## config.mk

```make
export PLATFORM = sky130hd
export DESIGN_NAME = johnson_decoder
export DESIGN_NICKNAME = d
export VERILOG_FILES = /design/src/rtl/johnson_decoder.sv
export SDC_FILE = /design/constraint.sdc
export NUM_CORES = 1
export LEC_CHECK = 0
export ABC_AREA = 0
export CAP_MARGIN = 40
export CORE_ASPECT_RATIO = 1.5
export CORE_MARGIN = 8
export CORE_UTILIZATION = 35
export CTS_BUF_LIST = sky130_fd_sc_hd__clkbuf_16
export DETAILED_ROUTE_END_ITERATION = 10
export MAX_ROUTING_LAYER = met4
export PLACE_DENSITY = 0.53
export SETUP_SLACK_MARGIN = 0.1
export SLEW_MARGIN = 20
export SYNTH_ARGS = -nofsm -noshare
export SYNTH_HDL_FRONTEND = slang
export SYNTH_SLANG_ARGS = --single-unit
```

## constraint.sdc

```tcl
create_clock -name clk -period 6.72 [get_ports clk]
set_clock_uncertainty 0.15 [all_clocks]
set_input_delay 1.008 -clock clk [delete_from_list [all_inputs] [get_ports clk]]
set_output_delay 1.008 -clock clk [all_outputs]
set_load 0.1 [all_outputs]
```

## src/rtl/johnson_decoder.sv

```systemverilog
// Receive-side Johnson code checker: validates each sampled word, decodes it to a
// position index, tracks step continuity with a lock FSM and counts errors.
module johnson_decoder #(
    parameter int WIDTH    = 4,
    parameter int LOCK_CNT = 3,
    localparam int IW      = $clog2(2 * WIDTH)
) (
    input  logic             clk,
    input  logic             reset,
    input  logic             din_valid,
    input  logic [WIDTH-1:0] din,
    input  logic             err_clr,
    output logic             dout_valid,
    output logic [IW-1:0]    index,
    output logic             code_err,
    output logic             seq_err,
    output logic             locked,
    output logic [7:0]       err_count,
    output logic [1:0]       dbg_state
);

    typedef enum logic [1:0] {
        SEARCH  = 2'd0,
        ACQUIRE = 2'd1,
        LOCKED  = 2'd2
    } state_t;

    state_t          state_q, state_d;
    logic [3:0]      cnt_q, cnt_d;
    logic [IW-1:0]   prev_q, prev_d;
    logic [IW-1:0]   index_q, index_d;
    logic            dv_q, dv_d;
    logic            ce_q, ce_d;
    logic            se_q, se_d;
    logic            locked_q;
    logic [7:0]      err_q, err_d;

    logic            dec_legal;
    logic [IW-1:0]   dec_idx;
    logic [IW-1:0]   next_idx;
    logic            step_adv;
    logic            step_stall;

    // Compare the input against every legal code word; at most one can match.
    always_comb begin
        dec_legal = 1'b0;
        dec_idx   = '0;
        for (int k = 0; k < 2 * WIDTH; k++) begin
            logic [WIDTH-1:0] pat;
            pat = '0;
            for (int j = 0; j < WIDTH; j++) begin
                if (k <= WIDTH) pat[j] = (j >= WIDTH - k);
                else            pat[j] = (j < 2 * WIDTH - k);
            end
            if (din == pat) begin
                dec_legal = 1'b1;
                dec_idx   = IW'(k);
            end
        end
    end

    assign next_idx   = (prev_q == IW'(2 * WIDTH - 1)) ? '0 : prev_q + 1'b1;
    assign step_adv   = (dec_idx == next_idx);
    assign step_stall = (dec_idx == prev_q);

    always_comb begin
        state_d = state_q;
        cnt_d   = cnt_q;
        prev_d  = prev_q;
        index_d = index_q;
        dv_d    = 1'b0;
        ce_d    = 1'b0;
        se_d    = 1'b0;
        err_d   = err_q;

        if (din_valid) begin
            if (!dec_legal) begin
                ce_d    = 1'b1;
                state_d = SEARCH;
                cnt_d   = '0;
            end else begin
                dv_d    = 1'b1;
                index_d = dec_idx;
                prev_d  = dec_idx;
                case (state_q)
                    SEARCH: begin
                        state_d = ACQUIRE;
                        cnt_d   = '0;
                    end
                    ACQUIRE: begin
                        if (step_adv) begin
                            cnt_d = cnt_q + 4'd1;
                            if (cnt_q + 4'd1 == 4'(LOCK_CNT)) state_d = LOCKED;
                        end else if (!step_stall) begin
                            se_d  = 1'b1;
                            cnt_d = '0;
                        end
                    end
                    LOCKED: begin
                        if (!step_adv && !step_stall) begin
                            se_d    = 1'b1;
                            state_d = ACQUIRE;
                            cnt_d   = '0;
                        end
                    end
                    default: begin
                        state_d = SEARCH;
                        cnt_d   = '0;
                    end
                endcase
            end
        end

        // A clear wins over a same-cycle error; the pulses themselves are unaffected.
        if (err_clr)                          err_d = '0;
        else if ((ce_d || se_d) && err_q != 8'hFF) err_d = err_q + 8'd1;
    end

    always_ff @(posedge clk or negedge reset) begin
        if (!reset) begin
            state_q  <= SEARCH;
            cnt_q    <= '0;
            prev_q   <= '0;
            index_q  <= '0;
            dv_q     <= 1'b0;
            ce_q     <= 1'b0;
            se_q     <= 1'b0;
            locked_q <= 1'b0;
            err_q    <= '0;
        end else begin
            state_q  <= state_d;
            cnt_q    <= cnt_d;
            prev_q   <= prev_d;
            index_q  <= index_d;
            dv_q     <= dv_d;
            ce_q     <= ce_d;
            se_q     <= se_d;
            locked_q <= (state_d == LOCKED);
            err_q    <= err_d;
        end
    end

    assign dout_valid = dv_q;
    assign index      = index_q;
    assign code_err   = ce_q;
    assign seq_err    = se_q;
    assign locked     = locked_q;
    assign err_count  = err_q;
    assign dbg_state  = state_q;

endmodule

```

==> metrics.md, run 1 <==
| Metric | Value |
|---|---|
| Slew Viols, Final | 0 |
| Worst hold slack | 379 ps |
| Post-synth EDFFs | 0 |
| Final period utilization | 0.591 |
| Worst setup margin | 2750 ps |
| Placed cell areas | 2050 um^2 |
| IO Port Bufs | 24 |
| Routed Antenna Nets | 0 |
| Crit-path cells | clkdlybuf4s50_1 > or2b_1 > nor3_1 > a2111oi_0 > a211o_2 > a31oi_1 > nor2_1 > mux2_1 |
| Initial antenna violation count | 0 |
| TritonCTS buffer count | 3 |
| Hold Fails Final Rpt | 0 |
| Critical Path Source Type | input port |
| H-tree Lvls | 1 |
| Hold Path Origin | cnt_q[2] |
| Fmax | 252 MHz |
| Delay-heaviest family, CP | compound AO/OA/AOI/OAI gates |
| Post-Syn Nets | 190 |
| Multi-input logic area | 912 um^2 |
| Largest cells by area after synthesis | dfrtp_1 (34%), ha_1 (7.3%), a21oi_1 (4.9%) |
| Clock root buffer | clkbuf_16 |
| Worst-path fanout max | 13 |
| Slowest stage delay, CP | 780 ps |
| Number of max-cap violations | 0 |
| # diodes | 0 |
| Initial drt markers | 74 |
| Worst slew margin | 0.445 |
| Class of the worst hold path | flip-flop to flip-flop |
| Final Setup Violations | 0 |
| Die Ht | 97.1 um |
| R2r setup slk | 3610 ps |
| Sequential-to-total area share from yosys stat | 0.342 |
| Clk pin slew, worst setup/hold paths | 60 ps |
| TritonCTS clock tree | yes |
| Max rail drop VDD | 0.147 mV |
| Critical path's slowest cell | clkdlybuf4s50_1 |
| Fin crit period | 3970 ps |
| Area grow syn2layout | 38.8% |
| RePlAce Congestion | 0.815 |
| Final wirelength | 3.82 mm |
| WL/cell | 14.8 um |
| Worst slack, placed | 2540 ps |
| Via count | 1437 |
| Setup Crit Path Kind | input port to flip-flop |
| Die X | 70.1 um |
| Clk buf depth | 2 |
| Most used DFF post-synth | dfrtp_1 |
| RR Startpoint | index[0] |
| Post-synth top cells | dfrtp_1 (21), a21oi_1 (15), inv_1 (12), nor2_1 (11), nand2_1 (10) |
| Post_cts resized | 0 |
| Filler Cell Count | 400 |
| Global-route wire length before repair | 6.56 mm |
| P per Cell Area | 208 nW/um^2 |
| Bufs and invs on worst path | 1 |
| DR DRC count | 0 |
| Netlist Area Pre-Place | 1540 um^2 |
| Area leader, netlist | dfrtp_1 |
| # rows | 29 |
| Nets | 230 |
| Initial Util | 0.365 |
| Avg Cell Area, Syn | 8.87 um^2 |
| Clk sinks | 21 |
| Distinct cells, synth | 48 |
| Static leakage | 0.926 nW |
| Core Area | 4210 um^2 |
| Outcome | finished clean |
| WP data required | 6700 ps |
| Number of global-route vias before repair | 1560 |
| Hold path cells | 1 |
| Hold endpoint | cnt_q[2] |
| Post-synth top area share | 0.342 |
| Hold buffers post-CTS | 0 |
| Crit path capture type | flip-flop |
| Reg2Reg Depth | 9 |
| Setup tns final | 0 ps |
| Worst Tran Pin Value | 829 ps |
| # IOs | 25 |
| Largest net degree at the start of global routing | 16 |
| Post-CTS setup buffers | 0 |
| Register area | 526 um^2 |
| Critical path arrival | 3950 ps |
| Latest clock arrival within the worst-skew pair | 250 ps |
| Dpl hpwl | 3.11 mm |
| Die Area | 6810 um^2 |
| Mapped Cells | 173 |
| Unrepaired setup endpoints after global routing | false |
| Gr ovfl total | 0 |
| Post-DR vias/cell | 5.57 |
| Seq cells post-synth | 21 |
| 1st-pass router iterations | 6 |
| Layout cells sized above 1 | 0.142 |
| Gr usage total | 0.116 |
| Reg2reg end | err_count[0] |
| Yosys Warn Count | 0 |
| Top-count cell post-synth | dfrtp_1 |
| Finished Cell Area | 2130 um^2 |
| Asr flop ratio synth | 1.00 |
==> state kept, by name, summed over array words and instances (netlist names) <==
name and cells:
code_err 1, cnt_q 4, seq_err 1, index 3, dbg_state 2, dout_valid 1
err_count 8, locked 1
==> layout make-up <==
cell class | count | area share
Multi-Input combinational cell | 133 | 0.428
Sequential cell | 21 | 0.247
Timing Repair Buffer | 42 | 0.240
Clock buffer | 3 | 0.0352
Tap cell | 46 | 0.0270
Inverter | 12 | 0.0211
Clock inverter | 1 | 0.00235
==> layer usage <==
layer,vias up,share of wire,track usage,wire (um)
met4,0,0.017,0.0512,65
met1,688,0.39,0.102,1480
met3,6,0.036,0.0256,139
met2,33,0.56,0.222,2130
met5,-,0,-,0
li1,710,-,-,-
==> worst reg2reg max path, cell delays in order (launching register included) <==
cell     delay (ps)
dfrtp_1         460
ha_1            240
ha_1            330
and4b_1         210
a21oi_1          40
o22ai_1         240
o21ai_2         150
a31oi_1         630
nor2_1          180
mux2_1          350
==> where the power goes <==
part           total [mW]  internal (mW)  switching (mW)
Clock               0.125         0.0798          0.0450
Sequential          0.151          0.135          0.0152
Combinational       0.169         0.0638           0.105
Total               0.444          0.279           0.165
==> stage by stage <==
step / std cells / total power [mW] / utilization
after global routing: 258 / 0.467 / 0.506
after floorplan: 173 / 0.262 / -
after detailed placement: 254 / 0.321 / 0.487
final: 258 / 0.444 / 0.506
after CTS: 258 / 0.449 / 0.506
after global placement: 236 / 0.295 / 0.423
==> kinds of logic (layout without fill, tap and decap cells) <==
logic type,after synthesis,in the layout,share of synthesized area
muxes,6,6,0.0416
AOI/OAI and AO/OA,45,45,0.190
xor gates and xnor gates,5,5,0.0285
and+or+nand+nor,68,68,0.261
adders and majority gates,9,9,0.0734
DFF,21,21,0.342
buffers and inverters,19,58,0.0636
==> how the worst max path moves through the flow <==
stage	start	to	slack [ps]	depth (start not counted)
2_1_floorplan	index[0]	err_count[5]	3520	10
3_3_place_gp	din[3]	err_count[0]	2660	8
3_5_place_dp	din[0]	err_count[0]	2540	8
4_1_cts	din[3]	err_count[5]	2800	8
5_1_grt	din[0]	err_count[0]	2530	8
6_report	din[3]	err_count[0]	2750	8
==> layout by cell type (no fill, tap or decap), types with 4 or more instances in the layout <==
master,count
clkdlybuf4s50_1,24
dfrtp_1,21
buf_8,18
a21oi_1,15
inv_1,12
nor2_1,11
nand2_1,10
ha_1,9
nand3_1,7
nor2b_1,6
and3_1,6
a31oi_1,5
nor3_1,5
xnor2_1,5
o22ai_1,4
o31ai_1,4
(Power assumes the default switching activity.)
==> run 2, diff against run 1 <==
Settings changed: PLACE_DENSITY 0.53 to 0.55.
Clock period 6.72 ns to 3.4 ns, I/O delays scaled along.
==> run 2 against run 1 <==
  * Flip-flop and latch count did not move
  * Die area did not move
  * Non-clock buffer count fell by 8
  * Clock power rose by 94%
  * Total power rose by 89%
==> metrics.md, run 2 (synthesis results as in run 1) <==
| Metric | Value |
|---|---|
| WL/cell | 14.6 um (was 14.8 um) |
| Worst slew margin | 0.659 (was 0.445) |
| Reg2Reg Depth | 10 (was 9) |
| Fmax | 336 MHz |
| Worst path depth | 9 (was 8) |
| Met2 GRT Util | 0.208 (was 0.222) |
| Largest net degree at the start of global routing | 13 (was 16) |
| Crit-path cells | clkdlybuf4s50_1 > or2b_1 > nor3_1 > a2111oi_0 > a211o_2 > a31oi_1 > buf_4 > nor2_1 > mux2_1 (was clkdlybuf4s50_1 > or2b_1 > nor3_1 > a2111oi_0 > a211o_2 > a31oi_1 > nor2_1 > mux2_1) |
| Critical path's slowest cell | clkdlybuf4s50_1 (unchanged) |
| Layout cells sized above 1 | 0.167 (was 0.142) |
| WP data required | 3380 ps (was 6700 ps) |
| Slew Viols, Final | 0 (unchanged) |
| Filler Cell Count | 407 (was 400) |
| Critical path arrival | 2960 ps (was 3950 ps) |
| # placed instances | 246 (was 254) |
| Worst hold slack | 410 ps (was 379 ps) |
| Class of the worst hold path | flip-flop to flip-flop (unchanged) |
| # diodes | 0 (unchanged) |
| TritonCTS buffer count | 3 (unchanged) |
| Max rail drop VDD | 0.238 mV (was 0.147 mV) |
| Setup Crit Path Kind | input port to flip-flop (unchanged) |
| Post-CTS setup buffers | 0 (unchanged) |
| Nets | 222 (was 230) |
| Clock share of power | 0.290 (was 0.281) |
| Delay-heaviest family, CP | buffers and inverters (was compound AO/OA/AOI/OAI gates) |
| Non-Filler Instances | 250 (was 258) |
| Fin crit period | 2980 ps |
| Final Setup Violations | 0 (unchanged) |
| Setup tns final | 0 ps (unchanged) |
| 1st-pass router iterations | 4 (was 6) |
| Met3 Track Usage GR | 0.0266 (was 0.0256) |
| # rows | 29 (unchanged) |
| R2r setup slk | 450 ps (was 3610 ps) |
| Gr ovfl total | 0 (unchanged) |
| Bufs and invs on worst path | 2 (was 1) |
| Die Area | 6810 um^2 (unchanged) |
| Largest register FFs | 8 (unchanged) |
| Dpl hpwl | 2.96 mm (was 3.11 mm) |
| Number of max-cap violations | 0 (unchanged) |
| Die X | 70.1 um (unchanged) |
| # IOs | 25 (unchanged) |
| Fin util | 0.461 (was 0.506) |
| Switch Pwr | 0.315 mW (was 0.165 mW) |
| Gr usage total | 0.117 (was 0.116) |
| H-tree Lvls | 1 (unchanged) |
| Clk buf depth | 2 (unchanged) |
| Post-DR vias/cell | 5.60 (was 5.57) |
| Commonest non-fill, non-tap cell in the layout | dfrtp_1 (was clkdlybuf4s50_1) |
| Clk pin slew, worst setup/hold paths | 60 ps (about the same) |
| Slowest stage delay, CP | 720 ps (was 780 ps) |
| Latest clock arrival within the worst-skew pair | 250 ps (about the same) |
| IO Port Bufs | 24 (unchanged) |
| DR DRC count | 0 (unchanged) |
| Worst Tran Pin Value | 510 ps (was 829 ps) |
| Finished Cell Area | 1940 um^2 (was 2130 um^2) |
| Setup crit end | err_count[0] (unchanged) |
| Static leakage | 0.881 nW (was 0.926 nW) |
| Crit path capture type | flip-flop (unchanged) |
| TritonCTS clock tree | yes (unchanged) |
| Unrepaired setup endpoints after global routing | false (unchanged) |
| Hold Fails Final Rpt | 0 (unchanged) |
| Clk sinks | 21 (unchanged) |
| Routed Antenna Nets | 0 (unchanged) |
| Reg2reg end | err_count[3] (was err_count[0]) |
| Initial Util | 0.365 (unchanged) |
| Clock root buffer | clkbuf_16 (unchanged) |
| Final wirelength | 3.64 mm (was 3.82 mm) |
| Number of global-route vias before repair | 1497 (was 1560) |
| Initial antenna violation count | 0 (unchanged) |
| Final period utilization | 0.877 |
| P per Cell Area | 431 nW/um^2 (was 208 nW/um^2) |
| Via count | 1399 (was 1437) |
| Met1 Use GR | 0.107 (was 0.102) |
| Die Ht | 97.1 um (unchanged) |
| Switch share | 0.376 (was 0.371) |
| Flop pwr share | 0.355 (was 0.339) |
| Post_cts resized | 0 (unchanged) |
| Global-route wire length before repair | 6.56 mm (unchanged) |
| Placed cell areas | 1860 um^2 (was 2050 um^2) |
| Worst setup startpoint | din[3] (unchanged) |
| Power Internal | 0.522 mW (was 0.279 mW) |
| Outcome | finished clean (unchanged) |
| Worst-path fanout max | 11 (was 13) |
| RePlAce Congestion | 0.810 (was 0.815) |
| Core Area | 4210 um^2 (unchanged) |
| Hold buffers post-CTS | 0 (unchanged) |
| Busiest metal layer after global routing | met2 (unchanged) |
| Commonest cells after routing, fill and taps aside | dfrtp_1 (21), buf_4 (18), a21oi_1 (15), inv_1 (13) (was clkdlybuf4s50_1 (24), dfrtp_1 (21), buf_8 (18), a21oi_1 (15), inv_1 (12)) |
| Critical Path Source Type | input port (unchanged) |
| RR Startpoint | index[0] (unchanged) |
| Combinational Power Share | 0.354 (was 0.380) |
| Initial drt markers | 66 (was 74) |
| Area grow syn2layout | 26.3% (was 38.8%) |
[run 2: power by group through the flow]
stage / registers, mW / clock network, mW / logic, mW
global route: 0.302 / 0.260 / 0.323
finish: 0.297 / 0.243 / 0.297
detailed placement: 0.301 / 0 / 0.298
floorplan: 0.387 / 0 / 0.131
CTS: 0.298 / 0.249 / 0.298
global placement: 0.300 / 0 / 0.285
[run 2: area by class of cell]
type | count | area, um^2 | share of cell area
inverters | 12 | 45.0 | 0.0232
well taps | 46 | 57.6 | 0.0297
flip-flops and latches | 21 | 526 | 0.271
multi-input cells | 133 | 912 | 0.470
clock buffers | 3 | 75.1 | 0.0387
repair buffers | 34 | 320 | 0.165
clock inverters | 1 | 3.75 | 0.00194
[run 2: worst min-delay path by stage]
| stage | start | to | slack (ps) | cells past startpoint |
|---|---|---|---|---|
| final | cnt_q[2] | cnt_q[2] | 410 | 1 |
| after global routing | cnt_q[2] | cnt_q[2] | 440 | 1 |
| after detailed placement | cnt_q[2] | cnt_q[2] | 400 | 1 |
| after global placement | cnt_q[2] | cnt_q[2] | 370 | 1 |
| after floorplan | reset | cnt_q[0] | 60 | 0 |
| after CTS | cnt_q[2] | cnt_q[2] | 410 | 1 |
[run 2: routing by layer]
metal	wire, um	part of all wire
met2	1920	0.53
met3	157	0.043
met4	116	0.032
met5	0	0
met1	1440	0.40
[run 2: per-stage QoR]
step / power [mW] / setup WS (ps)
3_5_place_dp: 0.599 / 200
3_3_place_gp: 0.585 / 223
5_1_grt: 0.885 / 176
2_1_floorplan: 0.518 / 203
6_report: 0.837 / 420
4_1_cts: 0.845 / 455
==> run 3, diff against run 2 <==
--- a/constraint.sdc
+++ b/constraint.sdc
@@ -3,3 +3,3 @@
 set_input_delay 0.51 -clock clk [delete_from_list [all_inputs] [get_ports clk]]
 set_output_delay 0.51 -clock clk [all_outputs]
-set_load 0.1 [all_outputs]
+set_load 0.02 [all_outputs]
==> run 3 against run 2 <==
  * Combinational power shrank 25%
  * Sequential share of layout area grew 0.37 points
  * Routed wire length grew 1.9%
  * Final area shrank 1.4%
  * Critical path type unchanged
  * Critical endpoint is now err_count[3]
==> metrics.md, run 3 (synthesis results as in run 1) <==
| Metric | Value |
|---|---|
| Slew Viols, Final | 0 (unchanged) |
| WL/cell | 15.1 um (was 14.6 um) |
| Placed cell areas | 1830 um^2 (was 1860 um^2) |
| Fin crit period | 2990 ps (was 2980 ps) |
| Die Ht | 97.1 um (unchanged) |
| Via count | 1390 (was 1399) |
| Hold Fails Final Rpt | 0 (unchanged) |
| Core Area | 4210 um^2 (unchanged) |
| Commonest cells after routing, fill and taps aside | clkdlybuf4s50_1 (24), dfrtp_1 (21), a21oi_1 (15), inv_1 (12), nor2_1 (11) (was dfrtp_1 (21), buf_4 (18), a21oi_1 (15), inv_1 (13)) |
| Routed Antenna Nets | 0 (unchanged) |
| Crit-path cells | clkdlybuf4s50_1 > or2b_1 > nor3_1 > a2111oi_0 > a211o_2 > a31oi_1 > buf_4 > or4_1 > a21oi_1 (was clkdlybuf4s50_1 > or2b_1 > nor3_1 > a2111oi_0 > a211o_2 > a31oi_1 > buf_4 > nor2_1 > mux2_1) |
| Critical path's slowest cell | clkdlybuf4s50_1 (unchanged) |
| R2r setup slk | 560 ps (was 450 ps) |
| Final wirelength | 3.71 mm (was 3.64 mm) |
| # rows | 29 (unchanged) |
| TritonCTS clock tree | yes (unchanged) |
| Static leakage | 0.827 nW (was 0.881 nW) |
| Number of global-route vias before repair | 1434 (was 1497) |
| Finished Cell Area | 1910 um^2 (was 1940 um^2) |
| 1st-pass router iterations | 4 (unchanged) |
| Initial antenna violation count | 0 (unchanged) |
| Delay-heaviest family, CP | buffers and inverters (unchanged) |
| Outcome | finished clean (unchanged) |
| Worst-path fanout max | 11 (unchanged) |
| Clk sinks | 21 (unchanged) |
| Gr usage total | 0.110 (was 0.117) |
| P per Cell Area | 399 nW/um^2 (was 431 nW/um^2) |
| Largest net degree at the start of global routing | 13 (unchanged) |
| Post-CTS setup buffers | 0 (unchanged) |
| Slowest stage delay, CP | 710 ps (was 720 ps) |
| DR DRC count | 0 (unchanged) |
| Global-route wire length before repair | 6.23 mm (was 6.56 mm) |
| Final Setup Violations | 0 (unchanged) |
| Die Area | 6810 um^2 (unchanged) |
| Max rail drop VDD | 0.247 mV (was 0.238 mV) |
| Worst Tran Pin Value | 519 ps (was 510 ps) |
| Initial drt markers | 58 (was 66) |
| Clk pin slew, worst setup/hold paths | 60 ps (about the same) |
| Crit path capture type | flip-flop (unchanged) |
| Fin util | 0.455 (was 0.461) |
| H-tree Lvls | 1 (unchanged) |
| Die X | 70.1 um (unchanged) |
| Multi-input logic area | 912 um^2 (unchanged) |
| Unrepaired setup endpoints after global routing | false (unchanged) |
| Final period utilization | 0.880 (was 0.877) |
| Layout cells sized above 1 | 0.0900 (was 0.167) |
| Latest clock arrival within the worst-skew pair | 250 ps (about the same) |
| Critical Path Source Type | input port (unchanged) |
| Clk buf depth | 2 (unchanged) |
| IO Port Bufs | 24 (unchanged) |
| Area grow syn2layout | 24.6% (was 26.3%) |
| Commonest non-fill, non-tap cell in the layout | clkdlybuf4s50_1 (was dfrtp_1) |
| Setup Crit Path Kind | input port to flip-flop (unchanged) |
| # IOs | 25 (unchanged) |
| # diodes | 0 (unchanged) |
| Class of the worst hold path | flip-flop to flip-flop (unchanged) |
| Bufs and invs on worst path | 2 (unchanged) |
| Largest register FFs | 8 (unchanged) |
| Dpl hpwl | 3.01 mm (was 2.96 mm) |
| Setup tns final | 0 ps (unchanged) |
| Post_cts resized | 0 (unchanged) |
| Register area | 526 um^2 (unchanged) |
| Worst slew margin | 0.653 (was 0.659) |
| Hold buffers post-CTS | 0 (unchanged) |
| RePlAce Congestion | 0.809 (was 0.810) |
| TritonCTS buffer count | 3 (unchanged) |
| Number of max-cap violations | 0 (unchanged) |
| Gr ovfl total | 0 (unchanged) |
| Initial Util | 0.365 (unchanged) |
| Nets | 218 (was 222) |
| Filler Cell Count | 426 (was 407) |
| Fmax | 334 MHz (was 336 MHz) |
| Critical path arrival | 3010 ps (was 2960 ps) |
| Clock root buffer | clkbuf_16 (unchanged) |
| WP data required | 3420 ps (was 3380 ps) |
| Post-DR vias/cell | 5.65 (was 5.60) |
==> run 3: path summary, 6_finish.rpt <==
path / startpoint / endpoint / cells after the start
hold / removal: cnt_q[2] / cnt_q[2] / 1
min in group asynchronous: reset / err_count[5] / 1
hold reg to reg: cnt_q[2] / cnt_q[2] / 1
max in group asynchronous: reset / seq_err / 2
setup reg to reg: index[0] / err_count[3] / 10
setup / recovery: din[2] / err_count[3] / 9
==> run 3: layout make-up <==
class	count	area share
clock inverter	1	0.00262
clock buffer	3	0.0392
inverter	12	0.0235
timing repair buffer	30	0.153
sequential	21	0.275
multi-input combinational	133	0.477
tap	46	0.0301
==> run 3: routing by layer <==
layer | global-route usage | wire length [um]
met3 | 0.0286 | 179
met2 | 0.205 | 1970
met4 | 0.0637 | 144
met1 | 0.0966 | 1410
met5 | - | 0
==> run 3: per-stage QoR <==
step	worst slack, ps	hold WS (ps)	power, mW	instances
final	408	398	0.764	246
after CTS	425	406	0.773	246
after floorplan	682	64.4	0.440	173
after detailed placement	194	398	0.525	242
after global placement	244	371	0.513	241
after global routing	268	425	0.808	246
==> run 3: power breakdown <==
group / switching, mW / internal, mW
clock: 0.0861 / 0.158
sequential: 0.0299 / 0.268
combinational: 0.122 / 0.100
==> run 3: worst reg2reg max path, delay by kind of cell (launching register included) <==
family | cells | cell delay (ps)
flops | 1 | 460
fa+ha+maj | 2 | 560
simple gates | 2 | 680
compound gates | 5 | 750
buf+inv | 1 | 180
